File: src/rtl/bram_fifo_ctrl.sv
// bram_fifo_ctrl: valid/ready stream FIFO over a single-port read-first BRAM, with a
// 3-entry output skid buffer. Define BRAM_FIFO_LEVEL_EN to add the level port.
module bram_fifo_ctrl #(
  parameter int DATA_WIDTH = 16,
  parameter int ADDR_WIDTH = 9
) (
  input  logic                  clka,
  input  logic                  rsta_n,
  input  logic [DATA_WIDTH-1:0] s_data,
  input  logic                  s_valid,
  output logic                  s_ready,
  output logic [DATA_WIDTH-1:0] m_data,
  output logic                  m_valid,
  input  logic                  m_ready,
  output logic                  bram_we,
  output logic [ADDR_WIDTH-1:0] bram_addr,
  output logic [DATA_WIDTH-1:0] bram_din,
  input  logic [DATA_WIDTH-1:0] bram_dout,
  output logic                  full,
  output logic                  empty
`ifdef BRAM_FIFO_LEVEL_EN
  ,
  output logic [ADDR_WIDTH+1:0] level
`endif
);

  localparam logic [ADDR_WIDTH:0]   DEPTH_C  = {1'b1, {ADDR_WIDTH{1'b0}}};
  localparam logic [ADDR_WIDTH:0]   CNT0_C   = {(ADDR_WIDTH+1){1'b0}};
  localparam logic [ADDR_WIDTH:0]   CNT1_C   = {{ADDR_WIDTH{1'b0}}, 1'b1};
  localparam logic [ADDR_WIDTH-1:0] PTR0_C   = {ADDR_WIDTH{1'b0}};
  localparam logic [ADDR_WIDTH-1:0] PTR1_C   = {{(ADDR_WIDTH-1){1'b0}}, 1'b1};
  localparam logic [DATA_WIDTH-1:0] DATA0_C  = {DATA_WIDTH{1'b0}};

  logic [ADDR_WIDTH-1:0] wr_ptr_r, rd_ptr_r;
  logic [ADDR_WIDTH:0]   cnt_r;
  logic                  inflight_r;
  logic [1:0]            ob_cnt_r;
  logic [DATA_WIDTH-1:0] ob_r     [0:2];
  logic [DATA_WIDTH-1:0] ob_nxt_s [0:2];
  logic [1:0]            ob_cnt_nxt_s;
  logic [1:0]            land_idx_s;
  logic [2:0]            occ_s;
  logic                  rd_want_s, rd_pri_s, wr_go_s, rd_go_s, pop_s;

  // Arbitration decodes use registered state only, so m_ready never reaches the port.
  assign occ_s     = {1'b0, ob_cnt_r} + {2'b00, inflight_r};
  assign rd_want_s = (cnt_r != CNT0_C) && (occ_s < 3'd3);
  assign rd_pri_s  = rd_want_s && (ob_cnt_r == 2'd0) && !inflight_r;
  assign full      = (cnt_r == DEPTH_C);
  assign empty     = (cnt_r == CNT0_C);
  assign s_ready   = rsta_n && !full && !rd_pri_s;
  assign wr_go_s   = s_valid && s_ready;
  assign rd_go_s   = rd_want_s && !wr_go_s;
  assign bram_we   = wr_go_s;
  assign bram_addr = wr_go_s ? wr_ptr_r : rd_ptr_r;
  assign bram_din  = s_data;
  assign m_valid   = (ob_cnt_r != 2'd0);
  assign m_data    = ob_r[0];
  assign pop_s     = m_valid && m_ready;
  assign land_idx_s = ob_cnt_r - {1'b0, pop_s};

`ifdef BRAM_FIFO_LEVEL_EN
  assign level = {1'b0, cnt_r} + {{(ADDR_WIDTH+1){1'b0}}, inflight_r}
               + {{ADDR_WIDTH{1'b0}}, ob_cnt_r};
`endif

  // Output buffer next state: shift on pop, then land the read word behind the survivors.
  always_comb begin
    ob_nxt_s[0]  = ob_r[0];
    ob_nxt_s[1]  = ob_r[1];
    ob_nxt_s[2]  = ob_r[2];
    ob_cnt_nxt_s = ob_cnt_r;
    if (pop_s) begin
      ob_nxt_s[0] = ob_r[1];
      ob_nxt_s[1] = ob_r[2];
    end else begin
      ob_nxt_s[0] = ob_r[0];
      ob_nxt_s[1] = ob_r[1];
    end
    if (inflight_r) begin
      case (land_idx_s)
        2'd0:    ob_nxt_s[0] = bram_dout;
        2'd1:    ob_nxt_s[1] = bram_dout;
        2'd2:    ob_nxt_s[2] = bram_dout;
        default: ;
      endcase
      ob_cnt_nxt_s = land_idx_s + 2'd1;
    end else begin
      ob_cnt_nxt_s = land_idx_s;
    end
  end

  // Pointers, occupancy and in-flight flag; bram_dout is only trusted the cycle after a read.
  always_ff @(posedge clka or negedge rsta_n) begin
    if (!rsta_n) begin
      wr_ptr_r   <= PTR0_C;
      rd_ptr_r   <= PTR0_C;
      cnt_r      <= CNT0_C;
      inflight_r <= 1'b0;
    end else begin
      if (wr_go_s) begin
        wr_ptr_r <= wr_ptr_r + PTR1_C;
        cnt_r    <= cnt_r + CNT1_C;
      end else if (rd_go_s) begin
        rd_ptr_r <= rd_ptr_r + PTR1_C;
        cnt_r    <= cnt_r - CNT1_C;
      end
      inflight_r <= rd_go_s;
    end
  end

  // Output skid buffer storage.
  always_ff @(posedge clka or negedge rsta_n) begin
    if (!rsta_n) begin
      ob_cnt_r <= 2'd0;
      for (int i = 0; i < 3; i++) ob_r[i] <= DATA0_C;
    end else begin
      ob_cnt_r <= ob_cnt_nxt_s;
      for (int i = 0; i < 3; i++) ob_r[i] <= ob_nxt_s[i];
    end
  end

endmodule

File: config.mk
export PLATFORM = sky130hd
export DESIGN_NAME = bram_fifo_ctrl
export DESIGN_NICKNAME = d
export VERILOG_FILES = /design/src/rtl/bram_fifo_ctrl.sv
export SDC_FILE = /design/constraint.sdc
export NUM_CORES = 1
export LEC_CHECK = 0
export ABC_CLOCK_PERIOD_IN_PS = 3000
export CORE_MARGIN = 10
export CORE_UTILIZATION = 30
export CTS_CLUSTER_DIAMETER = 100
export DETAILED_ROUTE_END_ITERATION = 10
export PLACE_DENSITY_LB_ADDON = 0.15
export SETUP_SLACK_MARGIN = 0.5
export SKIP_LAST_GASP = 1
export SYNTH_ARGS = -nofsm -noshare
export SYNTH_HDL_FRONTEND = slang
export SYNTH_SLANG_ARGS = --single-unit
File: constraint.sdc
create_clock -name clka -period 3 [get_ports clka]
set_input_delay 0.3 -clock clka [delete_from_list [all_inputs] [get_ports clka]]
set_output_delay 0.3 -clock clka [all_outputs]
set_load 0.03 [all_outputs]
Yosys cells after proc, flatten, opt, wreduce, memory -nomap -nowiden
Index checks and enable logic that the tools add are counted.

storage, ports and cells
  register bits = 79
  bits of input ports = 36
  output and inout port bits = 46
  word-level logic and storage cells = 49

cells by class
  add/sub/neg operators = 7
  magnitude comparators = 1
  equal/unequal tests = 3
  multiplexer cells = 9
  bitwise operators = 1
  reductions and logical operators = 20

operators with widths
  cell                     count
  $mux W16                 3
  $mux W48                 1
  $mux W32                 1
  $mux W10                 2
  $add A9 B1 Y9 const B    2
  $add A10 B1 Y10 const B  1
  $eq A10 B10 Y1 const B   1
  $logic_not A10 Y1        1
  $reduce_bool A10 Y1      1
  $sub A10 B1 Y10 const B  1
  $mux W9                  1
  $logic_and A1 B1 Y1      8
  $logic_not A1 Y1         4
  $logic_not A2 Y1         2
  $reduce_and A2 Y1        2
  $reduce_bool A2 Y1       2
  $add A2 B1 Y3            1
  $lt A3 B2 Y1 const B     1
  $add A2 B1 Y2 const B    1
  $eq A2 B1 Y1 const B     1
  $eq A2 B2 Y1 const B     1
  $mux W2                  1
  $sub A2 B1 Y2            1
  $not A1 Y1               1

Depth between registers and ports, before layout
  depth after elaboration = 12
  mapped depth = 13

Least setup slack after synthesis
Ideal clock, no wire load.

  kind = reg-to-reg
  start = register ob_cnt_r[0]
  end = register cnt_r[9]
  arrival time = 3.001 ns
  data required time = 2.920 ns
  slack = -0.081 ns
  cell stages (with the launch flop) = 14
  path through = dfrtp_1 > ha_1 > ha_1 > a21oi_1 > a21oi_1 > mux2i_1 > buf_4 > buf_4 > ha_1 > a211oi_1 > o21ai_0 > a41oi_1 > mux2i_1 > xnor2_1

between the ends
  cells in the longest elaborated chain, start to end = 11
  elaborated cells on any way between the ends = 13

RTL lines
  what                                 RTL line  text
  start: declaration                   37        logic [1:0] ob_cnt_r;
  start signal: assignment             118       ob_cnt_r <= ob_cnt_nxt_s;
  $add A2 B1 Y3                        46        assign occ_s = {1'b0, ob_cnt_r} + {2'b00, inflight_r};
  $lt A3 B2 Y1                         47        assign rd_want_s = (cnt_r != CNT0_C) && (occ_s < 3'd3);
  $logic_and A1 B1 Y1                  47
  $logic_and A1 B1 Y1 (2 in a row)     48        assign rd_pri_s = rd_want_s && (ob_cnt_r == 2'd0) && !inflight_r;
  $logic_not A1 Y1                     51        assign s_ready = rsta_n && !full && !rd_pri_s;
  $logic_and A1 B1 Y1                  51
  $logic_and A1 B1 Y1                  52        assign wr_go_s = s_valid && s_ready;
  $logic_not A1 Y1                     53        assign rd_go_s = rd_want_s && !wr_go_s;
  $logic_and A1 B1 Y1                  53
  $reduce_bool A2 Y1 (no source line)  n/a
  end signal: assignment               103       cnt_r <= cnt_r + CNT1_C;
  end signal: assignment               106       cnt_r <= cnt_r - CNT1_C;
  end: declaration                     35        logic [ADDR_WIDTH:0] cnt_r;

Parallel ways exist; a longest one is shown, timed or not.
A chain may end at the register's enable or synchronous reset.

Final worst setup path
  start = register cnt_r[3]
  end = register cnt_r[9]

between the ends
  cells in the longest elaborated chain, start to end = 10
  elaborated cells on any way between the ends = 17

RTL lines
  what
  branches (longest 10 deep; another with $sub A10 B1 Y10)

Several ways; the timed one is not identified. The select of a mux whose other input is x is not followed.

==> results.yml <==
status:
  outcome: "complete, no violations"
die:
  fp.coreArea_mm2: 0.0139
  die_area_mm2: 0.0195
  start_util_pct: 30.8
  die_w_um: 140
  die_h_um: 140
  rows: 43
  num_io_pins: 82
synthesis:
  synth_commonest_cells: "dfrtp_1, nand2_1, o21ai_0"
  syn_avg_cell_area_um2: 10.2
  synth_top_area_cell: "dfrtp_1"
  synth_top_area_share_pct: 46.1
  yosys-top-cells-area: "dfrtp_1, mux2i_1, nand2_1, buf_4, o21ai_0"
  syn-num-nets: 473
  synthArstFlopShare_pct: 100
  synthFlopType: "dfrtp_1"
  ys_warn_count: 0
  synth_edf_count: 0
  synth_most_common_cell: "dfrtp_1"
  seq_area_frac_synth_pct: 46.1
  syn_inst: 420
  synth_seq_cells: 79
  synth_cell_types: 37
  syn_area_mm2: 0.00429
route:
  first_pass_iters: 4
  route.detailed.drc: 0
  viasPerCell: 4.69
  routed_wl_um: 10200
  wl_per_cell_um: 15.5
  drt_iter0_markers: 142
  vias: 3073
  antenna_left: 0
place:
  dp_hpwl_um: 6280
  port_buffers: 49
  pre_cts_ws_ns: 0.0654
  dpl.cell_count: 610
  place_congestion: 0.815
sta:
  rsz0062_at_grt: "true"
  setup_tns_ns: 0
  setup_ws_ns: 0.318
  fin_hold_ws_ns: 0.263
  worstMarginPinSlew_ns: 1.05
  timing.final.hold_violations: 0
  period_minus_slack_ns: 2.68
  finClkSkew_ns: 0.00453
  slew_viol_final: 0
  slew_headroom_pct: 30.3
  setup_viol: 0
  max_freq_mhz: 373
  period_share_pct: 89.4
layout:
  n_antenna_cell: 0
  finish.utilization_pct: 41.8
  area_delta_synth_final_pct: 35.8
  drive_gt1_share_pct: 32.0
  instances_no_fill: 655
  fin_nets: 523
global_routing:
  antenna_found_initial: 0
  grt_max_degree: 80
  track_usage_pct: 10.5
  grt_pass1_vias: 3167
  grt_overflow: 0
  grt_pass1_wl_um: 16800
cts:
  clkSlewWorstSetupHoldPaths_ns: 0.06
  ctsRootBufferMaster: "clkbuf_16"
  clock_sinks: 79
  holdBufCountCts: 0
  cts_tree: "done"
  cts_made_buffers: 9
  cts_buffer_depth: 2
  clk_latency_ns: 0.34
  h-tree-depth: 3
setup_path:
  cp_data_arrival_time_ns: 2.95
  critical_path.endpoint_type: "flop"
  critPathMaxStageDelay_ns: 0.43
  path_cells: "nor4_4 > and3_4 > mux2i_4 > buf_8 > ha_4 > a211oi_4 > o21ai_2 > a41oi_2 > mux2i_1 > xnor2_1"
  cp_slowest_cell: "dfrtp_2"
  cp.required_ns: 3.27
  critical_path.startpoint_type: "flop"
  crit_type: "reg -> reg"
  reg2reg_slack_ns: 0.32
  path_max_fanout: 7
power:
  leakagePower_nw: 2.54
  vdd_drop_max_uv: 437
  p_per_area_mw_per_mm2: 1230
worst_hold_path:
  hold_class: "in -> async"
run:
  cap_viol_max_count: 0
==> through the flow <==
stage	power (mW)	area, µm²
after floorplan	4.54	4400
after global placement	5.22	4840
after detailed placement	5.29	4840
after CTS	6.98	5570
after global routing	7.70	5820
final	7.15	5820
==> cell families (layout without fill, tap and decap cells) <==
logic type,after synthesis,in the layout,share of synthesized area (%)
flip-flops,79,79,46.1
adder cells (fa/ha/maj),17,17,5.13
XOR/XNOR,27,27,5.51
AO/OA/AOI/OAI,66,66,9.01
buffers and inverters,58,113,8.26
AND/OR/NAND/NOR,121,121,13.3
multiplexers,52,52,12.7
==> path summary, 6_finish.rpt <==
check | depth (start not counted) | to | startpoint
worst max-delay path | 10 | cnt_r[9]$_DFFE_PN0P_ | cnt_r[3]$_DFFE_PN0P_
min in group clka | 1 | ob_r[7]$_DFFE_PN0P_ | ob_r[7]$_DFFE_PN0P_
worst min register to register | 1 | ob_r[7]$_DFFE_PN0P_ | ob_r[7]$_DFFE_PN0P_
worst max register to register | 10 | cnt_r[9]$_DFFE_PN0P_ | cnt_r[3]$_DFFE_PN0P_
max in group asynchronous | 2 | cnt_r[3]$_DFFE_PN0P_ | rsta_n
worst min-delay path | 2 | wr_ptr_r[2]$_DFFE_PN0P_ | rsta_n
==> power by group <==
group / leakage (nW) / switching, mW / internal (mW)
registers: 0.948 / 0.446 / 1.62
logic: 1.42 / 1.95 / 1.84
clock network: 0.168 / 0.477 / 0.822
total: 2.54 / 2.87 / 4.28
==> per-layer routing <==
metal  GRT usage [%]  share of wire, %  vias up
met5               0                 0        -
met4            3.48               1.4        0
met3            4.49               5.9       16
met2            16.0                45       70
met1            13.1                48     1472
li1                -                 -     1515
==> state kept, by name, summed over array words and instances (netlist names) <==
name and flops:
ob_cnt_r 2, wr_ptr_r 9, m_data 16, ob_r 32, cnt_r 10, inflight_r 1
rd_ptr_r 9
==> layout make-up <==
cell class,count,area [µm²]
Inverter,8,42.5
Multi-Input combinational cell,283,2310
Sequential cell,79,1980
Tap cell,180,225
Timing Repair Buffer,88,915
Clock buffer,10,229
Timing Repair inverter,1,11.3
Clock inverter,6,116
Fill cell,1323,8110
==> worst max-delay path, delay by kind of cell, from the launching register on <==
kind / cells / cell delay, ns
compound gates: 3 / 0.53
xor+xnor: 1 / 0.13
fa+ha+maj: 1 / 0.21
flops: 1 / 0.43
buf+inv: 1 / 0.19
mux: 2 / 0.53
simple gates: 2 / 0.59
==> cells in the final DEF, fill, tap and decap left out, drive strengths merged, types with 6 or more instances in the layout <==
cell type	instances
a21oi	7
buf	50
clkbuf	10
clkdlybuf4s50	35
dfrtp	79
ha	16
inv	11
mux2	18
mux2i	34
nand2	75
nand4	10
nor2	7
nor3	9
nor4	6
o21ai	43
xnor2	14
xor2	13
==> timing repair <==
action / in CTS / in global routing
gates resized for setup: 71 / 35
setup endpoints to repair: 52 / 33
buffers inserted: 13 / 13
gates cloned: 3 / 0
pin swaps: 26 / 21
No activity file was read; power rests on OpenSTA's default activity.
